File: src/rtl/serial_pkg.sv
// serial_pkg: line levels, FSM states and parity helper shared by the serial transmitter and receiver.
package serial_pkg;

    typedef enum logic [2:0] {IDLE, START, DATA, PARITY, STOP} state_t;

    localparam logic START_BIT  = 1'b0;
    localparam logic STOP_BIT   = 1'b1;
    localparam logic IDLE_LEVEL = 1'b1;

    // Zero-extending narrower words to 16 bits does not change their parity.
    function automatic logic odd_parity(input logic [15:0] data);
        return ~^data;
    endfunction

endpackage

File: src/rtl/serial_bit_timer.sv
// serial_bit_timer: counts 0..CLKS_PER_BIT-1 and flags the final clk of each bit period.
module serial_bit_timer #(
    parameter int CLKS_PER_BIT = 1
) (
    input  logic clk,
    input  logic reset,
    input  logic restart,
    output logic bit_end
);

    localparam int CW = CLKS_PER_BIT > 1 ? $clog2(CLKS_PER_BIT) : 1;

    logic [CW-1:0] cnt;

    assign bit_end = cnt == CW'(CLKS_PER_BIT - 1);

    always_ff @(posedge clk) begin
        if (reset || restart)
            cnt <= '0;
        else
            cnt <= bit_end ? '0 : cnt + CW'(1);
    end

endmodule

File: src/rtl/serial_tx_framer.sv
// serial_tx_framer: turns accepted parallel words into start/data/parity/stop frames on an idle-high line.
module serial_tx_framer
    import serial_pkg::*;
#(
    parameter int DATA_BITS    = 8,
    parameter int PARITY_EN    = 1,
    parameter int STOP_BITS    = 1,
    parameter int CLKS_PER_BIT = 1
) (
    input  logic                 clk,
    input  logic                 reset,
    input  logic [DATA_BITS-1:0] in_data,
    input  logic                 in_valid,
    output logic                 in_ready,
    output logic                 txd,
    output logic                 busy,
    output logic                 done
);

    localparam int IW = $clog2(DATA_BITS + 1);

    state_t               state, state_n;
    logic [DATA_BITS-1:0] shift, shift_n;
    logic [IW-1:0]        idx, idx_n;
    logic                 par, par_n, txd_n;
    logic                 bit_end, accept, last_stop, last_data;

    serial_bit_timer #(.CLKS_PER_BIT(CLKS_PER_BIT)) u_timer (
        .clk     (clk),
        .reset   (reset),
        .restart (state == IDLE),
        .bit_end (bit_end)
    );

    assign last_stop = state == STOP && bit_end && idx == IW'(STOP_BITS - 1);
    assign last_data = idx == IW'(DATA_BITS - 1);
    assign in_ready  = state == IDLE || last_stop;
    assign accept    = in_valid && in_ready;
    assign busy      = state != IDLE;
    assign done      = last_stop;

    // idx counts data bits in DATA and stop periods in STOP; it is cleared on every state change.
    always_comb begin
        state_n = state;
        shift_n = shift;
        idx_n   = idx;
        par_n   = par;
        if (accept) begin
            state_n = START;
            shift_n = in_data;
            par_n   = odd_parity(16'(in_data));
            idx_n   = '0;
        end else if (bit_end) begin
            case (state)
                START:  state_n = DATA;
                DATA: begin
                    shift_n = shift >> 1;
                    idx_n   = last_data ? '0 : idx + IW'(1);
                    state_n = !last_data ? DATA : PARITY_EN != 0 ? PARITY : STOP;
                end
                PARITY: state_n = STOP;
                STOP: begin
                    idx_n   = last_stop ? '0 : idx + IW'(1);
                    state_n = last_stop ? IDLE : STOP;
                end
                default: state_n = state;
            endcase
        end
        txd_n = state_n == START  ? START_BIT :
                state_n == DATA   ? shift_n[0] :
                state_n == PARITY ? par_n :
                state_n == STOP   ? STOP_BIT : IDLE_LEVEL;
    end

    always_ff @(posedge clk) begin
        if (reset) begin
            state <= IDLE;
            shift <= '0;
            idx   <= '0;
            par   <= 1'b0;
            txd   <= IDLE_LEVEL;
        end else begin
            state <= state_n;
            shift <= shift_n;
            idx   <= idx_n;
            par   <= par_n;
            txd   <= txd_n;
        end
    end

endmodule

File: config.mk
export PLATFORM = sky130hd
export DESIGN_NAME = serial_tx_framer
export DESIGN_NICKNAME = d
export VERILOG_FILES = /design/src/rtl/serial_pkg.sv /design/src/rtl/serial_bit_timer.sv /design/src/rtl/serial_tx_framer.sv
export SDC_FILE = /design/constraint.sdc
export NUM_CORES = 1
export LEC_CHECK = 0
export CAP_MARGIN = 20
export CORE_MARGIN = 5
export CORE_UTILIZATION = 45
export CTS_BUF_LIST = sky130_fd_sc_hd__clkbuf_16
export CTS_CLUSTER_SIZE = 20
export DETAILED_ROUTE_END_ITERATION = 8
export PLACE_DENSITY = 0.78
export SYNTH_ARGS = -nofsm -noshare
export SYNTH_HDL_FRONTEND = slang
export SYNTH_SLANG_ARGS = --single-unit
File: constraint.sdc
create_clock -name clk -period 3.7 [get_ports clk]
set_input_delay 0.74 -clock clk [delete_from_list [all_inputs] [get_ports clk]]
set_output_delay 0.74 -clock clk [all_outputs]
set_load 0.05 [all_outputs]
After elaboration in Yosys (flattened, before gate mapping)
Cells that the tools add are included.
- register bits after elaboration: 18
- bits of input ports: 11
- output and inout port bits: 4
- word-level logic and storage cells: 49
- add/sub/neg operators: 2
- equality and inequality tests: 9
- multiplexer cells: 15
- bitwise logic cells: 1
- reductions and logical operators: 15
- operators with widths (operator ; number):
    8-bit two-way mux ; 3
    16-bit XNOR reduction ; 1
    3-bit by 2-bit == test with 1-bit output, second input constant ; 4
    3-bit one-hot mux with 4 select lines ; 1
    3-bit two-way mux ; 3
    4-bit two-way mux ; 2
    4-bit one-hot mux with 2 select lines ; 1
    3-bit by 1-bit == test with 1-bit output, second input constant ; 2
    1-bit two-way mux ; 5
    4-bit by 1-bit adder with 4-bit output, second input constant ; 1
    4-bit by 3-bit == test with 1-bit output, second input constant ; 1
    4-bit zero test ; 1
    2-bit AND reduction ; 2
    2-bit nonzero test ; 2
    2-bit OR reduction ; 2
    3-bit == test, second input constant ; 1
    1-bit logical AND ; 3
    3-bit zero test ; 1
    3-bit nonzero test ; 1
    1-bit logical OR ; 2
    2-bit inequality test, second input constant ; 1
    1-bit adder, second input constant ; 1
    1-bit inverter ; 1

Longest topological paths before layout
Gate-level depths: netlist (run 1).
- depth in word-level cells: 11
- depth in mapped cells: 7
- depth with buffers taken out: 6

Cells and area by module
From an unflattened synthesis (run 1), not the netlist that was laid out.
- cell total of the unflattened synthesis: 115
- area, all modules: 1036.0 um2
- by module, submodules not included (module ; instances ; cells an instance ; area an instance (um2) ; sequential area each (um2)):
    serial_tx_framer ; 1 ; 112 ; 1008.5 ; 340.3
    serial_bit_timer ; 1 ; 3 ; 27.5 ; 20.0

Least setup slack after synthesis (run 1)
Ideal clock, no wire load.
- kind: reg-to-output
- start point: register idx[0]
- end point: output in_ready
- arrival: 1.248 ns
- data required time: 2.960 ns
- setup slack: 1.712 ns
- stages on the path, launching flop included: 5
- buffers on the path: 0
- cells stage by stage: dfxtp_1 > inv_1 > ha_1 > nor4b_4 > o21a_1
- word-level cells in the longest chain between the ends: 3
- ends and longest elaborated chain (what ; RTL line ; source):
    start: declaration ; serial_tx_framer.sv:24 ; logic [IW-1:0] idx, idx_n;
    start signal: assignment ; serial_tx_framer.sv:85 ; idx <= idx_n;
    4-bit zero test ; serial_tx_framer.sv:35 ; assign last_stop = state == STOP && bit_end && idx == IW'(STOP_BITS - 1);
    1-bit logical AND ; serial_tx_framer.sv:35 ;
    1-bit logical OR ; serial_tx_framer.sv:37 ; assign in_ready = state == IDLE || last_stop;
    end: declaration ; serial_tx_framer.sv:14 ; output logic in_ready,
Every way passes these cells.

Final worst setup path (run 1)
- start point: register idx[0]
- end point: output done
- word-level cells in the longest chain between the ends: 2
- ends and longest elaborated chain (what ; RTL line ; source):
    4-bit zero test ; serial_tx_framer.sv:35 ;
    1-bit logical AND ; serial_tx_framer.sv:35 ;
    end: declaration ; serial_tx_framer.sv:17 ; output logic done
Every way passes these cells.

==> results of run 1 <==
[registers in the layout, summed over array words and instances, names as in the netlist]
signal	flops
idx	4
txd	1
shift	8
state	3
par	1
u_timer.cnt	1
[cells by family (layout without fill, tap and decap cells)]
kind of cell	count (synthesis)	count (layout)	share of synthesized area
compound gates	20	20	0.1617
buf+inv	10	23	0.04851
other cells	1	1	0.003728
simple gates	37	37	0.2189
mux	8	8	0.07961
flops	18	18	0.3582
fa+ha+maj	2	2	0.02487
xor+xnor	12	12	0.1045
[how the worst max path moves through the flow]
| stage | start | endpoint | slack (ns) | cells past startpoint |
|---|---|---|---|---|
| after floorplan | idx[0]$_SDFFE_PP0P_ | in_ready | 1.71 | 4 |
| after global placement | idx[0]$_SDFFE_PP0P_ | done | 1.08 | 5 |
| after detailed placement | idx[0]$_SDFFE_PP0P_ | done | 1.03 | 5 |
| after CTS | idx[0]$_SDFFE_PP0P_ | done | 0.76 | 5 |
| after global routing | idx[0]$_SDFFE_PP0P_ | done | 0.68 | 5 |
| final | idx[0]$_SDFFE_PP0P_ | done | 0.76 | 5 |
[placed cells by master, fill, tap and decap left out, types with 2 or more instances in the layout]
master and n:
nand2_1 3, inv_1 5, ha_1 2, a211oi_1 7, xor2_1 4, xnor2_1 8, clkdlybuf4s50_1 14, dfxtp_1 18
nor3_1 3, nor2_1 15, clkbuf_16 3, mux2i_1 8, nand3b_1 2, and3_2 2, nand3_1 3, o21ai_0 2
a21oi_1 2
[critical path, stage by stage (launching register included)]
cell and delay (ns):
dfxtp_1 0.32, inv_1 0.10, ha_1 0.17, nor4b_4 0.31, and3_2 0.25, clkdlybuf4s50_1 0.80
[power groups by stage]
stage | combinational, mW | sequential [mW] | clock (mW)
after floorplan | 0.0749 | 0.224 | 0
after global placement | 0.105 | 0.224 | 0
after detailed placement | 0.106 | 0.224 | 0
after CTS | 0.107 | 0.220 | 0.222
after global routing | 0.115 | 0.222 | 0.229
final | 0.106 | 0.220 | 0.218
[metal layers]
| layer | share of wire | routed length (µm) | vias up |
|---|---|---|---|
| met5 | 0 | 0 | - |
| met1 | 0.43 | 819 | 362 |
| met2 | 0.48 | 913 | 19 |
| li1 | - | - | 408 |
| met3 | 0.059 | 111 | 5 |
| met4 | 0.023 | 44 | 0 |
[area by class of cell]
class	count	area share
timing repair buffer	14	0.1139
inverter	5	0.01526
clock buffer	3	0.06104
sequential	18	0.2930
tap	28	0.02848
clock inverter	1	0.003052
multi-input combinational	80	0.4852
[through the flow]
stage | cell area (µm²) | utilization
after global routing | 1230 | 0.5669
after CTS | 1230 | 0.5669
final | 1230 | 0.5669
after detailed placement | 1151 | 0.5306
after global placement | 1151 | 0.5306
after floorplan | 1006 | -
[Yosys cell counts, types with 2 or more instances]
cell,n,area [µm²]
xor2_1,4,35.03
nand3_1,3,15.01
o21ai_0,2,10.01
nor3_1,3,15.01
nor2_1,15,56.30
a21oi_1,2,10.01
mux2i_1,8,80.08
nand3b_1,2,15.01
xnor2_1,8,70.07
nand2_1,3,11.26
inv_1,5,18.77
dfxtp_1,18,360.4
a211oi_1,7,52.55
ha_1,2,25.02
and3_2,2,15.01
clkbuf_1,2,7.510
==> qor.yml, run 1 <==
global_route:
  grtUsageMet3: 0.04299
  antenna_found_initial: 0
  met2_usage: 0.2170
  grt_pass1_vias: 764
  grt_max_degree: 18
  grt_usage: 0.1306
  grt_pass1_wl_um: 3291
  grt.overflow.total: 0
  busiest_layer: "met2"
  grt_use_met1: 0.1462
min_path:
  holdPathEnd: "par$_SDFF_PP0_"
  holdCritStartpoint: "par$_SDFF_PP0_"
  hp-class: "reg -> reg"
  holdPathStages: 2
outcome:
  status: "completed"
detailed_routing:
  routed_wl_um: 1889
  dr.pass1.iters: 4
  num_vias: 794
  via_per_inst: 5.329
  wire_per_inst_um: 12.68
  drt_iter0_markers: 12
  postRouteAntennaNets: 0
  drc_errors: 0
floorplan:
  die_w_um: 57.28
  initial_core_util: 0.4637
  num_rows: 17
  ioPinCount: 15
  die_h_um: 57.28
  coreArea_um2: 2170
  die_area_um2: 3281
cells_and_area:
  num-fill-cells: 200
  regArea_um2: 360.3
  area_growth_pct: 22.26
  final_layout_size_suffix_gt1_frac: 0.09091
  nNetsFinal: 135
  antenna_cells: 0
  stdcell_count: 149
  multi_input_area_um2: 596.8
power_and_ir_drop:
  combPwrFrac: 0.195
  powerDensity_nw_per_um2: 442.3
  clockPowerShare: 0.400
  finalPower_uw: 543.9
  peakVddDrop_mv: 0.2856
  p_sw_frac: 0.2626
  power.share.sequential: 0.405
  intPower_uw: 401.1
  p_sw_uw: 142.8
  power.leakage_nw: 0.4626
synthesis:
  ys_warn_count: 0
  ys_ff_latch: 18
  synth_area_um2: 1006
  synth_nets: 121
  avgSynthCellArea_um2: 9.314
  ys_types: 38
  ys_async_sr_fraction: 0
  synth_edf_count: 0
  synth_cells: 108
  yosysSeqAreaShare: 0.3582
  ys.flop_type: "dfxtp_1"
timing:
  period_share: 0.7951
  skew_ns: 0.001310
  slew_headroom: 0.5406
  period_needed_ns: 2.942
  finalSetupTns_ns: 0
  tightest_slew_ns: 0.6870
  holdWs_ns: 0.4832
  rsz0062_at_grt: "false"
  setup_violations: 0
  finalHoldViolCount: 0
  final.setup.worst_slack_ns: 0.7582
  max_freq_mhz: 339.9
  timing.final.max_slew_violations: 0
placed_design:
  port_buffers: 14
  hpwl_um: 1358
  place_ws_ns: 1.027
  finalWeightedCongestion: 0.8262
  dpl.cell_count: 145
worst_setup_path:
  r2r_cells: 6
  r2r_end: "txd$_SDFF_PP1_"
  critPathLaunchType: "register"
  worstPathArrival_ns: 2.20
  cp.required_ns: 2.96
  rrSetupSlack_ns: 1.76
  cp-end-kind: "output pin"
  path_max_fanout: 5
  r2r_start: "idx[0]$_SDFFE_PP0P_"
  path_class: "reg -> out"
flow_run:
  max-cap-violations: 0
clocking:
  cts_buffers: 3
  holdBufCountCts: 0
  cts_resized: 0
  post_cts.repair.setup_buffers: 0
  path_clk_slew_ns: 0.05
  cts_htree_levels: 1
  root_buffer: "clkbuf_16"
  cts_tree: "built"
  clock-sinks: 18
  clk-insertion-delay-late_ns: 0.25
  clock_path_buffers: 2
(Power assumes the default switching activity.)
==> inputs of run 2 (changes only) <==
==> constraint.sdc (replaced) <==
create_clock -name clk -period 2.8 [get_ports clk]
set_input_delay 0.56 -clock clk [delete_from_list [all_inputs] [get_ports clk]]
set_output_delay 0.56 -clock clk [all_outputs]
set_load 0.05 [all_outputs]
==> run 2 against run 1 <==
  * Die area did not move
  * Clock power rose by 32%
  * Highest routed layer unchanged
  * Utilization rose by 0.23 points
  * Count of clock-buffer cells in the layout did not move
  * Setup slack got worse by 0.60 ns
==> qor.yml, run 2 (synthesis results as in run 1) <==
worst_setup_path:
  worstPathCellList: "inv_1, ha_1, nor4b_4, o21a_1, clkdlybuf4s50_1"  # was inv_1, ha_1, nor4b_4, and3_2, clkdlybuf4s50_1
  path_max_fanout: 5  # unchanged
  cp.required_ns: 2.24  # was 2.96 ns
  worstPathArrival_ns: 2.08  # was 2.20 ns
  cp_slowest_cell: "clkdlybuf4s50_1"  # unchanged
  r2r_cells: 6  # unchanged
  r2r_start: "idx[0]$_SDFFE_PP0P_"  # unchanged
  path_class: "reg -> out"  # unchanged
  r2r_end: "txd$_SDFF_PP1_"  # unchanged
  slowest_delay_ns: 0.79  # was 0.80 ns
  critPathLaunchType: "register"  # unchanged
  cp-end-kind: "output pin"  # unchanged
  rrSetupSlack_ns: 0.90  # was 1.76 ns
cells_and_area:
  final_common_cell: "dfxtp_1"  # unchanged
  largest_register: "shift"  # unchanged
  stdcell_count: 150  # was 149
  multi_input_area_um2: 596.8  # unchanged
  final_layout_size_suffix_gt1_frac: 0.1066  # was 0.09091
  mostFrequentLayoutCells: "18 x dfxtp_1, 15 x nor2_1, 13 x clkdlybuf4s50_1, 8 x mux2i_1, 8 x xnor2_1"  # was 18 x dfxtp_1, 15 x nor2_1, 14 x clkdlybuf4s50_1, 8 x mux2i_1, 8 x xnor2_1
  largestRegisters: "shift (8), idx (4), state (3)"  # unchanged
  nNetsFinal: 136  # was 135
  num-fill-cells: 194  # was 200
  final_util: 0.5692  # was 0.5669
  largest_reg_flops: 8  # unchanged
  antenna_cells: 0  # unchanged
  regArea_um2: 360.3  # unchanged
  area_growth_pct: 22.76  # was 22.26%
power_and_ir_drop:
  power.leakage_nw: 0.4695  # was 0.4626 nW
  p_sw_frac: 0.2631  # was 0.2626
  power.share.sequential: 0.404  # was 0.405
  p_sw_uw: 189.5  # was 142.8 µW
  combPwrFrac: 0.197  # was 0.195
  clockPowerShare: 0.399  # was 0.400
  finalPower_uw: 720.3  # was 543.9 µW
  intPower_uw: 530.8  # was 401.1 µW
  powerDensity_nw_per_um2: 583.3  # was 442.3 nW/µm²
  peakVddDrop_mv: 0.3909  # was 0.2856 mV
floorplan:
  die_area_um2: 3281  # unchanged
  coreArea_um2: 2170  # unchanged
  die_w_um: 57.28  # unchanged
  initial_core_util: 0.4637  # unchanged
  ioPinCount: 15  # unchanged
  num_rows: 17  # unchanged
  die_h_um: 57.28  # unchanged
min_path:
  holdPathStages: 2  # unchanged
  hp-class: "reg -> reg"  # unchanged
  holdCritStartpoint: "par$_SDFF_PP0_"  # unchanged
  holdPathEnd: "par$_SDFF_PP0_"  # unchanged
global_route:
  antenna_found_initial: 0  # unchanged
  grt_pass1_vias: 803  # was 764
  grt_usage: 0.1288  # was 0.1306
  grt_max_degree: 18  # unchanged
  grt_pass1_wl_um: 3312  # was 3291 µm
  grt.overflow.total: 0  # unchanged
detailed_routing:
  dr.pass1.iters: 3  # was 4
  num_vias: 795  # was 794
  drc_errors: 0  # unchanged
  via_per_inst: 5.300  # was 5.329
  postRouteAntennaNets: 0  # unchanged
  drt_iter0_markers: 6  # was 12
  routed_wl_um: 1888  # was 1889 µm
  wire_per_inst_um: 12.59  # was 12.68 µm
timing:
  period_share: 0.9420
  slew_headroom: 0.5539  # was 0.5406
  max_freq_mhz: 379.2
  timing.final.max_slew_violations: 0  # unchanged
  finalHoldViolCount: 0  # unchanged
  skew_ns: 0.002301  # was 0.001310 ns
  finalSetupTns_ns: 0  # unchanged
  setup_violations: 0  # unchanged
  rsz0062_at_grt: "false"  # unchanged
  tightest_slew_ns: 0.6672  # was 0.6870 ns
  period_needed_ns: 2.637
placed_design:
  hpwl_um: 1416  # was 1358 µm
  finalWeightedCongestion: 0.7788  # was 0.8262
  port_buffers: 14  # unchanged
  dpl.cell_count: 146  # was 145
clocking:
  root_buffer: "clkbuf_16"  # unchanged
  post_cts.repair.setup_buffers: 0  # unchanged
  clk-insertion-delay-late_ns: 0.25  # about the same
  holdBufCountCts: 0  # unchanged
  path_clk_slew_ns: 0.05  # about the same
  cts_resized: 0  # unchanged
  cts_buffers: 3  # unchanged
  cts_htree_levels: 1  # unchanged
  clock-sinks: 18  # unchanged
  cts_tree: "built"  # unchanged
  clock_path_buffers: 2  # unchanged
flow_run:
  max-cap-violations: 0  # unchanged
outcome:
  status: "completed"  # unchanged
run 2: changes by cell type in the layout (fill, tap and decap cells not counted), sizes merged:
cell	previous run	this run
buf	0	2
clkdlybuf4s50	14	13
run 2: area by class of cell:
type,count,share of cell area
multi-input combinational,80,0.4833
sequential,18,0.2918
timing repair buffer,15,0.1175
clock buffer,3,0.06079
tap,28,0.02837
inverter,5,0.01520
clock inverter,1,0.003040
run 2: power groups by stage:
| stage | Clock (mW) | Sequential (mW) | Combinational, mW |
|---|---|---|---|
| after floorplan | 0 | 0.296 | 0.0990 |
| after global placement | 0 | 0.296 | 0.139 |
| after detailed placement | 0 | 0.296 | 0.142 |
| after CTS | 0.292 | 0.291 | 0.143 |
| after global routing | 0.304 | 0.294 | 0.154 |
| final | 0.287 | 0.291 | 0.142 |
run 2: critical path, delay by kind of cell, from the launching register on:
kind / cells / cell delay, ns
AOI/OAI and AO/OA: 1 / 0.16
buffers and inverters: 2 / 0.88
DFF: 1 / 0.32
adders and majority gates: 1 / 0.16
and+or+nand+nor: 1 / 0.30
run 2: worst max path at each step:
stage	from	endpoint	slack, ns	cells after the start
floorplan	idx[0]$_SDFFE_PP0P_	in_ready	0.99	4
global placement	idx[0]$_SDFFE_PP0P_	in_ready	0.46	5
detailed placement	idx[0]$_SDFFE_PP0P_	in_ready	0.42	5
CTS	idx[0]$_SDFFE_PP0P_	in_ready	0.15	5
global route	idx[0]$_SDFFE_PP0P_	in_ready	0.06	5
finish	idx[0]$_SDFFE_PP0P_	in_ready	0.16	5
run 2: metal layers:
| layer | vias to the layer above | global-route usage | wire [µm] | part of all wire |
|---|---|---|---|---|
| li1 | 409 | - | - | - |
| met1 | 372 | 0.1436 | 821 | 0.43 |
| met2 | 12 | 0.2268 | 961 | 0.51 |
| met3 | 2 | 0.04751 | 86 | 0.046 |
| met4 | 0 | 0.03974 | 19 | 0.010 |
| met5 | - | 0 | 0 | 0 |
run 2: metrics by stage:
stage	worst slack [ns]	hold slack, ns	cell area [µm²]
after floorplan	0.9919	0.4518	1006
after global placement	0.4556	0.4704	1156
after detailed placement	0.4249	0.4885	1156
after CTS	0.1510	0.4958	1235
after global routing	0.05767	0.5237	1235
final	0.1625	0.4940	1235
